**config.mk**
```make
export PLATFORM = sky130hd
export DESIGN_NAME = cs_measure_accum
export DESIGN_NICKNAME = d
export VERILOG_FILES = /design/src/rtl/cs_measure_accum_pkg.sv /design/src/rtl/cs_lfsr16.sv /design/src/rtl/cs_measure_accum.sv
export SDC_FILE = /design/constraint.sdc
export NUM_CORES = 2
export LEC_CHECK = 0
export ABC_AREA = 1
export CAP_MARGIN = 40
export CELL_PAD_IN_SITES_DETAIL_PLACEMENT = 0
export CELL_PAD_IN_SITES_GLOBAL_PLACEMENT = 1
export CORE_UTILIZATION = 49
export DETAILED_ROUTE_END_ITERATION = 16
export GPL_TIMING_DRIVEN = 0
export PLACE_DENSITY = 0.95
export SYNTH_ARGS = -nofsm -noshare
export SYNTH_HDL_FRONTEND = slang
export SYNTH_SLANG_ARGS = --single-unit
```
**constraint.sdc**
```tcl
create_clock -name clk -period 25 [get_ports clk]
set_input_delay 2.5 -clock clk [delete_from_list [all_inputs] [get_ports clk]]
set_output_delay 2.5 -clock clk [all_outputs]
set_load 0.01 [all_outputs]
```
**src/rtl/cs_measure_accum_pkg.sv**
```systemverilog
`default_nettype none
// ============================================================================
// Module   : cs_pkg
// Brief    : Shared constants, state type and width helper for the
//            compressed-sensing measurement path (acquisition and
//            reconstruction sides).
// Revision : 1.0 - initial release
// ============================================================================
package cs_pkg;

  // Q3.13 unsigned sample format delivered by the input-conditioning stage
  localparam int FRAC_BITS = 13;
  localparam int D_W       = 16;

  // Galois LFSR polynomial and per-frame seed used to generate Phi
  localparam logic [15:0] LFSR_TAPS = 16'hB400;
  localparam logic [15:0] LFSR_SEED = 16'hACE1;

  // Frame controller states
  typedef enum logic [0:0] {
    ST_ACCUM = 1'b0,
    ST_DRAIN = 1'b1
  } state_t;

  // Signed accumulator width that holds N * (2^d_w - 1) in either direction
  function automatic int acc_width(input int d_w, input int n);
    return d_w + 1 + $clog2(n);
  endfunction

endpackage
`default_nettype wire

```
**src/rtl/cs_lfsr16.sv**
```systemverilog
`default_nettype none
// ============================================================================
// Module   : cs_lfsr16
// Brief    : 16-bit Galois LFSR with synchronous load and step. Shared by
//            the measurement and reconstruction sides to regenerate Phi.
// Revision : 1.0 - initial release
// ============================================================================
module cs_lfsr16
  import cs_pkg::*;
#(
  parameter logic [15:0] TAPS      = LFSR_TAPS,
  parameter logic [15:0] RESET_VAL = LFSR_SEED
) (
  input  logic        clk,
  input  logic        rst,
  input  logic        load,
  input  logic        step,
  input  logic [15:0] seed,
  output logic [15:0] q
);

  logic [15:0] r_state;
  logic [15:0] w_next;

  // Galois step: shift right, fold the taps in when the outgoing bit is set
  assign w_next = (r_state >> 1) ^ (r_state[0] ? TAPS : 16'h0000);

  // Load has priority so a frame restart always begins from the seed
  always_ff @(posedge clk or posedge rst) begin
    if (rst) begin
      r_state <= RESET_VAL;
    end else if (load) begin
      r_state <= seed;
    end else if (step) begin
      r_state <= w_next;
    end
  end

  assign q = r_state;

endmodule
`default_nettype wire

```
**src/rtl/cs_measure_accum.sv**
```systemverilog
`default_nettype none
// ============================================================================
// Module   : cs_measure_accum
// Brief    : Forms M compressed-sensing measurements y = Phi*x over frames
//            of N Q3.13 samples, with Phi a +/-1 Bernoulli matrix taken from
//            an LFSR, then drains them over a valid/ready handshake.
// Revision : 1.0 - initial release
// ============================================================================
module cs_measure_accum #(
  parameter int          N         = 64,
  parameter int          M         = 16,
  parameter int          D_W       = 16,
  parameter int          ACC_W     = cs_pkg::acc_width(D_W, N),
  parameter logic [15:0] LFSR_SEED = 16'hACE1
) (
  input  logic                    clk,
  input  logic                    rst,
  input  logic                    en,
  input  logic [D_W-1:0]          d_in,
  input  logic                    flag_in,
  output logic signed [ACC_W-1:0] m_out,
  output logic                    m_valid,
  input  logic                    m_ready,
  output logic                    m_last,
  output logic                    busy,
  output logic                    drop_err
);

  import cs_pkg::*;

  localparam int C_IDX_W = (M > 1) ? $clog2(M) : 1;
  localparam int C_CNT_W = $clog2(N);

  localparam logic [C_IDX_W-1:0] C_LAST_IDX = C_IDX_W'(M - 1);
  localparam logic [C_IDX_W-1:0] C_IDX_ONE  = C_IDX_W'(1);
  localparam logic [C_CNT_W-1:0] C_CNT_LAST = C_CNT_W'(N - 1);
  localparam logic [C_CNT_W-1:0] C_CNT_ONE  = C_CNT_W'(1);

  state_t               r_state;
  logic [C_CNT_W-1:0]   r_cnt;
  logic [C_IDX_W-1:0]   r_idx;
  logic                 r_valid;
  logic                 r_drop;

  logic [15:0]             w_lfsr;
  logic                    w_accept;
  logic                    w_hs;
  logic                    w_last;
  logic                    w_final;
  logic signed [ACC_W-1:0] w_sample;
  logic signed [ACC_W-1:0] w_acc [M];

  assign w_accept = (r_state == ST_ACCUM) && en && flag_in;
  assign w_hs     = r_valid && m_ready;
  assign w_last   = (r_idx == C_LAST_IDX);
  assign w_final  = w_hs && w_last;

  // Unsigned sample widened with zeros so it is always a positive operand
  assign w_sample = $signed({{(ACC_W - D_W){1'b0}}, d_in});

  // Sign source: advances per accepted sample, reseeded when a frame ends
  cs_lfsr16 #(
    .TAPS      (LFSR_TAPS),
    .RESET_VAL (LFSR_SEED)
  ) u_lfsr (
    .clk  (clk),
    .rst  (rst),
    .load (w_final),
    .step (w_accept),
    .seed (LFSR_SEED),
    .q    (w_lfsr)
  );

  // One signed accumulator per measurement row; LFSR bit j picks add/subtract
  for (genvar j = 0; j < M; j++) begin : g_acc
    logic signed [ACC_W-1:0] r_acc;

    // Clear at end of drain, otherwise fold in each accepted sample
    always_ff @(posedge clk or posedge rst) begin
      if (rst) begin
        r_acc <= '0;
      end else if (w_final) begin
        r_acc <= '0;
      end else if (w_accept) begin
        r_acc <= w_lfsr[j] ? (r_acc - w_sample) : (r_acc + w_sample);
      end
    end

    assign w_acc[j] = r_acc;
  end

  // Frame controller: count samples in ACCUM, walk the drain index in DRAIN
  always_ff @(posedge clk or posedge rst) begin
    if (rst) begin
      r_state <= ST_ACCUM;
      r_cnt   <= '0;
      r_idx   <= '0;
      r_valid <= 1'b0;
    end else begin
      case (r_state)
        ST_ACCUM: begin
          if (w_accept) begin
            if (r_cnt == C_CNT_LAST) begin
              r_cnt   <= '0;
              r_idx   <= '0;
              r_valid <= 1'b1;
              r_state <= ST_DRAIN;
            end else begin
              r_cnt <= r_cnt + C_CNT_ONE;
            end
          end
        end
        ST_DRAIN: begin
          if (w_hs) begin
            if (w_last) begin
              r_idx   <= '0;
              r_valid <= 1'b0;
              r_state <= ST_ACCUM;
            end else begin
              r_idx <= r_idx + C_IDX_ONE;
            end
          end
        end
        default: begin
          r_state <= ST_ACCUM;
        end
      endcase
    end
  end

  // Sticky record of any sample strobe that arrived while draining
  always_ff @(posedge clk or posedge rst) begin
    if (rst) begin
      r_drop <= 1'b0;
    end else if ((r_state == ST_DRAIN) && en && flag_in) begin
      r_drop <= 1'b1;
    end
  end

  // m_valid and busy share the register that marks the DRAIN phase
  assign m_valid  = r_valid;
  assign busy     = r_valid;
  assign m_last   = r_valid && w_last;
  assign m_out    = r_valid ? w_acc[r_idx] : '0;
  assign drop_err = r_drop;

endmodule
`default_nettype wire

```
# Word level (Yosys, flattened, before mapping)
# Index checks and enable logic that the tools add are counted.
# W data, S select, Z words.
# word_totals
register_bits,397
# classes
addsub,34
eq_ne,6
magnitude_cmp,1
muxes,71
n_reduce_logical,11
bitwise_logic,3
# op_table
op,count
$mux W23,51
$add A23 B17 Y23,16
$sub A23 B17 Y23,16
$bmux W23 S4,1
$mux W16,3
$mux W4,4
$xor A15 B16 Y16,1
$mux W1,8
$ne A2 B1 Y1 const B,4
$pmux W4 S2,1
$logic_and A1 B1 Y1,7
$add A6 B1 Y6 const B,1
$eq A6 B6 Y1 const B,1
$mux W6,1
$ge A5 B5 Y1 const B,1
$not A4 Y5,1
$add A4 B1 Y4 const B,1
$eq A4 B4 Y1 const B,1
$pmux W1 S2,2
$reduce_and A4 Y1,1
$reduce_and A3 Y1,1
$reduce_and A2 Y1,1
$reduce_bool A2 Y1,1
$not A1 Y1,1

# Longest topological paths before layout
# logic_depth
word_depth,5
depth_mapped,24

# Cells and area by module
# Synthesis repeated with hierarchy kept, for this count alone.
# unflattened
hier_cells,7989
area_unflattened_um2,45781.4
# by_module_without_submodules
module,cells_each,instances,area_per_inst_um2
cs_measure_accum,7888,1,44993.2
cs_lfsr16,101,1,788.3

# Worst setup path after synthesis
# No wires, ideal clock.
# synth_timing
path_type,input -> register
startpoint,in d_in[1]
endpoint,reg g_acc[13].r_acc[20]
arrival_ps,4960
setup_slack_ps,19922
setup_ps,118
path_stages,18
cell_sequence,buf_2 > inv_2 > ha_1 > nand3_4 > nor2_4 > nand2_1 > xor2_1 > clkbuf_2 > o21ai_0 > ha_1 > nand2_1 > nor2_1 > nand2_1 > nand3b_1 > nand3_1 > nand2_1 > nand3_1 > nand2_1
# synth_via
elab_chain_cells,4
word_cells_on_any_way,5
cone_classes,add/sub: 2; mux: 3
# synth_rtl
item,line_no,source
from (decl),cs_measure_accum.sv:19,"input logic [D_W-1:0] d_in,"
$add A23 B17 Y23 or $sub A23 B17 Y23 (tied branches),cs_measure_accum.sv:85,r_acc <= w_lfsr[j] ? (r_acc - w_sample) : (r_acc + w_sample);
$mux W23 *,cs_measure_accum.sv:85,
$mux W23 *,cs_measure_accum.sv:84,end else if (w_accept) begin
$mux W23 *,cs_measure_accum.sv:82,end else if (w_final) begin
to (signal assigned),cs_measure_accum.sv:85,
to (decl),cs_measure_accum.sv:76,logic signed [ACC_W-1:0] r_acc;
# Every way passes the cells marked *; elsewhere a longest branch is shown, timed or not. The select of a mux whose other input is x is not followed.
# A chain may end at the register's enable or synchronous reset.

# Worst setup path after layout
# layout_timing
startpoint,in d_in[0]
endpoint,reg g_acc[10].r_acc[13]
# layout_via
elab_chain_cells,4
word_cells_on_any_way,5
cone_classes,add/sub: 2; mux: 3
# layout_rtl
item,line_no
$add A23 B17 Y23 or $sub A23 B17 Y23 (tied branches),cs_measure_accum.sv:85
$mux W23 *,cs_measure_accum.sv:85
$mux W23 *,cs_measure_accum.sv:84
$mux W23 *,cs_measure_accum.sv:82
to (signal assigned),cs_measure_accum.sv:85
to (decl),cs_measure_accum.sv:76
# Marks and branches as above.

==> flow_summary_export.csv <==
group,metric,value,unit
run_status,outcome,"complete, no violations",
synth,postSynthRegisterBits,397,
synth,synth.avg_cell_area,5.74,um^2
clocking,insertion_delay,0.69,ns
worst_setup_path,crit_arrival,7.81,ns
timing,slew-limit-headroom,26.4,%
power_and_ir_drop,static_leak,27.5,nW
worst_setup_path,crit_chain,"clkdlybuf4s50_1 -> buf_8 -> inv_1 -> ha_1 -> nand3_4 -> nor2_4 -> xor2_2 -> buf_2 -> nand2_1 -> o21ai_0 -> ha_1 -> nand2_1 -> nor2_1 -> nand2_1 -> o21ai_0 -> nand2_1 -> nand2_1 -> o21ai_0",
synth,ys_seq_area_share,21.9,%
clocking,clkSinkCount,397,
synth,synth_top_cells_by_area,"sky130_fd_sc_hd__nand2_1 26%, sky130_fd_sc_hd__dfrtp_1 21%, sky130_fd_sc_hd__ha_1 9.8%, sky130_fd_sc_hd__inv_1 8.9%, sky130_fd_sc_hd__o21ai_0 6.0%",
worst_setup_path,timing.critical_path.slowest_stage_cell,"sky130_fd_sc_hd__clkdlybuf4s50_1",
power_and_ir_drop,ir_worst_vdd,92.8,uV
final_layout,nFillCells,9650,
timing,rsz0062_at_grt,"false",
timing,setup_violations,0,
synth,synthesis.area,45400,um^2
clocking,root_buffer,"sky130_fd_sc_hd__clkbuf_16",
floorplanning,fp.dieArea,93900,um^2
drt,post-route-drc-count,0,
clocking,cts_max_path_buffers,3,
timing,clock_period_minus_worst_slack,7.24,ns
drt,vias,54753,
worst_setup_path,critical_path_s_top_delay_family,"buffers and inverters",
synth,synth-edff-count,0,
synth,yosysWarnings,0,
timing,final.period_utilization,29.0,%
clocking,cts_htree_levels,2,
drt,dr.pass1.iters,7,
clocking,cts_tree,"built",
timing,clock_skew,0.0314,ns
drt,detailedRoute.firstIterationViolations,7462,
timing,timing_max_transition_violations_final,0,
job,max_cap_violations,0,
worst_setup_path,cp_num_buf_inv,4,
worst_setup_path,timing.critical_path.mode_cell,"sky130_fd_sc_hd__nand2_1",
worst_setup_path,startpoint_to_endpoint_class_of_the_critical_path,"in2reg",
grt,groute.usage.overall,47.7,%
grt,grt_first_pass_wirelength,324,mm
final_layout,seq_area,9940,um^2
placement,post-dp-hpwl,181,mm
worst_setup_path,nature_of_the_critical_path_startpoint,"input pin",
grt,grt_use_met3,14.9,%
final_layout,fin_cells,9285,
clocking,tritoncts.num_buffers,55,
grt,vias_in_the_first_global_route,48815,
synth,ys_async_sr_fraction,100,%
grt,grt_busiest_layer,"met2",
placement,pre_cts_ws,17.50,ns
grt,global_route_track_usage_on_met1,59.0,%
clocking,setup_buffers_after_cts,0,
timing,maxClockFrequency,138,MHz
worst_setup_path,crit_path_max_fanout,11,
grt,grt_start_max_net_pins,111,
worst_setup_path,timing.critical_path.to_type,"register",
drt,route.final.wire_length,230,mm
grt,globalRouteMet2Util,69.8,%
synth,netlist.top_cell.by_area,"sky130_fd_sc_hd__nand2_1",
worst_setup_path,crit_required,25.57,ns
timing,tightestPinTransition,1.10,ns
floorplanning,design.core.area,91700,um^2
timing,finalHoldViolCount,0,
timing,postLayoutSetupSlackWorst,17.76,ns
final_layout,layout.nets,8439,
floorplanning,die_h,306,um
synth,distinct_cell_type_count_of_the_synthesized_netlist,46,
placement,gpl.final_weighted_congestion,1.12,
final_layout,multiInputGateArea,30100,um^2
clocking,postCtsResizedCells,0,
power_and_ir_drop,power.density,171,nW/um^2
drt,ant_nets,0,
floorplanning,starting_density,49.5,%
final_layout,post-route-util,54.2,%
synth,syn-instance-count,7912,
placement,dp_cells,9176,
floorplanning,ioPinCount,48,
min_path,worst_hold_path_type,"reg2reg",
worst_setup_path,max_stage_delay,0.94,ns
floorplanning,die_width,306,um
synth,syn_nets,8304,
timing,setup_total_negative_slack,0,ns
drt,routedWlPerCell,24.8,um
floorplanning,placement_rows,111,
final_layout,post_route_cells_drive_above_1_share,3.98,%
grt,antenna_found_initial,21,
clocking,cts_hold_repair.buffers,0,
synth,synthDominantCellAreaShare,25.9,%
drt,drt-vias-per-instance,5.90,
grt,grt_overflow,0,
clocking,cts.clk_slew.worst_paths,0.06,ns
placement,place.port_buffers,41,
final_layout,area_delta_synth_final,9.51,%
synth,ys.flop_type,"sky130_fd_sc_hd__dfrtp_1",
## power breakdown
part	internal, mW	switching (mW)	leakage, nW
clock	0.494	0.363	0.915
combinational	1.93	4.33	21.7
sequential	0.943	0.423	4.93
total	3.37	5.12	27.5
## synth_stat cells, types with 2 or more instances
cell and count:
sky130_fd_sc_hd__nand3_1 503, sky130_fd_sc_hd__o21bai_1 32, sky130_fd_sc_hd__a32oi_1 2, sky130_fd_sc_hd__clkinv_1 5, sky130_fd_sc_hd__nor2_2 6, sky130_fd_sc_hd__nand2_1 3133
sky130_fd_sc_hd__buf_2 109, sky130_fd_sc_hd__buf_1 15, sky130_fd_sc_hd__nand3_2 5, sky130_fd_sc_hd__xor2_2 6, sky130_fd_sc_hd__dfrtp_1 389, sky130_fd_sc_hd__nand2_2 13
sky130_fd_sc_hd__nor2_1 654, sky130_fd_sc_hd__fa_1 16, sky130_fd_sc_hd__o21ai_0 544, sky130_fd_sc_hd__o211ai_1 39, sky130_fd_sc_hd__inv_1 1081, sky130_fd_sc_hd__o221ai_1 20
sky130_fd_sc_hd__nand4_1 49, sky130_fd_sc_hd__o22ai_1 83, sky130_fd_sc_hd__dfstp_2 8, sky130_fd_sc_hd__inv_2 10, sky130_fd_sc_hd__xor2_1 23, sky130_fd_sc_hd__ha_1 355
sky130_fd_sc_hd__nor2_4 3, sky130_fd_sc_hd__a21oi_1 383, sky130_fd_sc_hd__nand3b_1 120, sky130_fd_sc_hd__xnor2_1 34, sky130_fd_sc_hd__buf_4 16, sky130_fd_sc_hd__buf_6 2
sky130_fd_sc_hd__nor3_1 37, sky130_fd_sc_hd__o21ai_1 68, sky130_fd_sc_hd__a22oi_1 6, sky130_fd_sc_hd__clkbuf_1 131
## sequential cells by signal (all words and copies together) (netlist names)
signal,count
busy,1
drop_err,1
g_acc.r_acc,368
r_cnt,6
r_idx,4
r_state,1
u_lfsr.q,16
## layer usage
metal  wire length, um  up-vias
met3             30500      891
met2             92400     3396
met1             86900    25044
met5               176        -
li1                  -    25402
met4             20400       20
## cell families after synthesis
family,after synthesis,synth area share (%)
compound gates,1181,13.9
xor+xnor,64,1.35
fa+ha+maj,371,10.5
buf+inv,1370,11.8
flops,397,21.9
simple gates,4529,40.6
## path summary, 6_finish.rpt
check,startpoint,to,slack (ns),depth (start not counted)
max,d_in[0],g_acc[10].r_acc[13],17.76,18
min reg2reg,drop_err,drop_err,0.47,1
max in group asynchronous,rst,g_acc[2].r_acc[21],21.28,4
min,drop_err,drop_err,0.47,1
min in group asynchronous,rst,g_acc[12].r_acc[15],2.23,2
max reg2reg,r_state,u_lfsr.q[12],21.47,8
## worst register-to-register path, stage by stage (launching register included)
cell and delay [ns]:
sky130_fd_sc_hd__dfrtp_1 0.54, sky130_fd_sc_hd__inv_1 0.43, sky130_fd_sc_hd__nand3_2 0.43, sky130_fd_sc_hd__inv_1 0.50
sky130_fd_sc_hd__nor2_2 0.12, sky130_fd_sc_hd__inv_2 0.15, sky130_fd_sc_hd__buf_2 0.36, sky130_fd_sc_hd__buf_2 0.65
sky130_fd_sc_hd__o22ai_1 0.19
## layout make-up
type | count | area share, %
multi-input cells | 6145 | 60.5
flip-flops and latches | 397 | 20.0
inverters | 1096 | 8.29
clock buffers | 69 | 3.02
well taps | 1186 | 2.99
plain buffers | 274 | 2.50
repair buffers | 78 | 1.92
clock inverters | 31 | 0.700
diodes | 9 | 0.0453
## metrics by stage
step	power [mW]	cell area (um^2)	hold slack, ns
after global placement	7.22	47300	0.455
final	8.49	49700	0.466
after global routing	9.03	49700	0.477
after CTS	8.19	49700	0.467
after detailed placement	7.31	47800	0.453
after floorplan	5.29	45400	0.463
## layout by cell type, fill, tap and decap left out, types with 49 or more instances in the layout
cell                        count
sky130_fd_sc_hd__nand2_1     3133
sky130_fd_sc_hd__nand3b_1     120
sky130_fd_sc_hd__nand3_1      503
sky130_fd_sc_hd__clkbuf_16     55
sky130_fd_sc_hd__o21ai_1       68
sky130_fd_sc_hd__inv_1       1080
sky130_fd_sc_hd__nor2_1       654
sky130_fd_sc_hd__a21oi_1      383
sky130_fd_sc_hd__clkbuf_1     135
sky130_fd_sc_hd__buf_2        109
sky130_fd_sc_hd__o22ai_1       83
sky130_fd_sc_hd__ha_1         355
sky130_fd_sc_hd__o21ai_0      544
sky130_fd_sc_hd__nand4_1       49
sky130_fd_sc_hd__dfrtp_1      389
No activity file was read; power rests on OpenSTA's default activity.
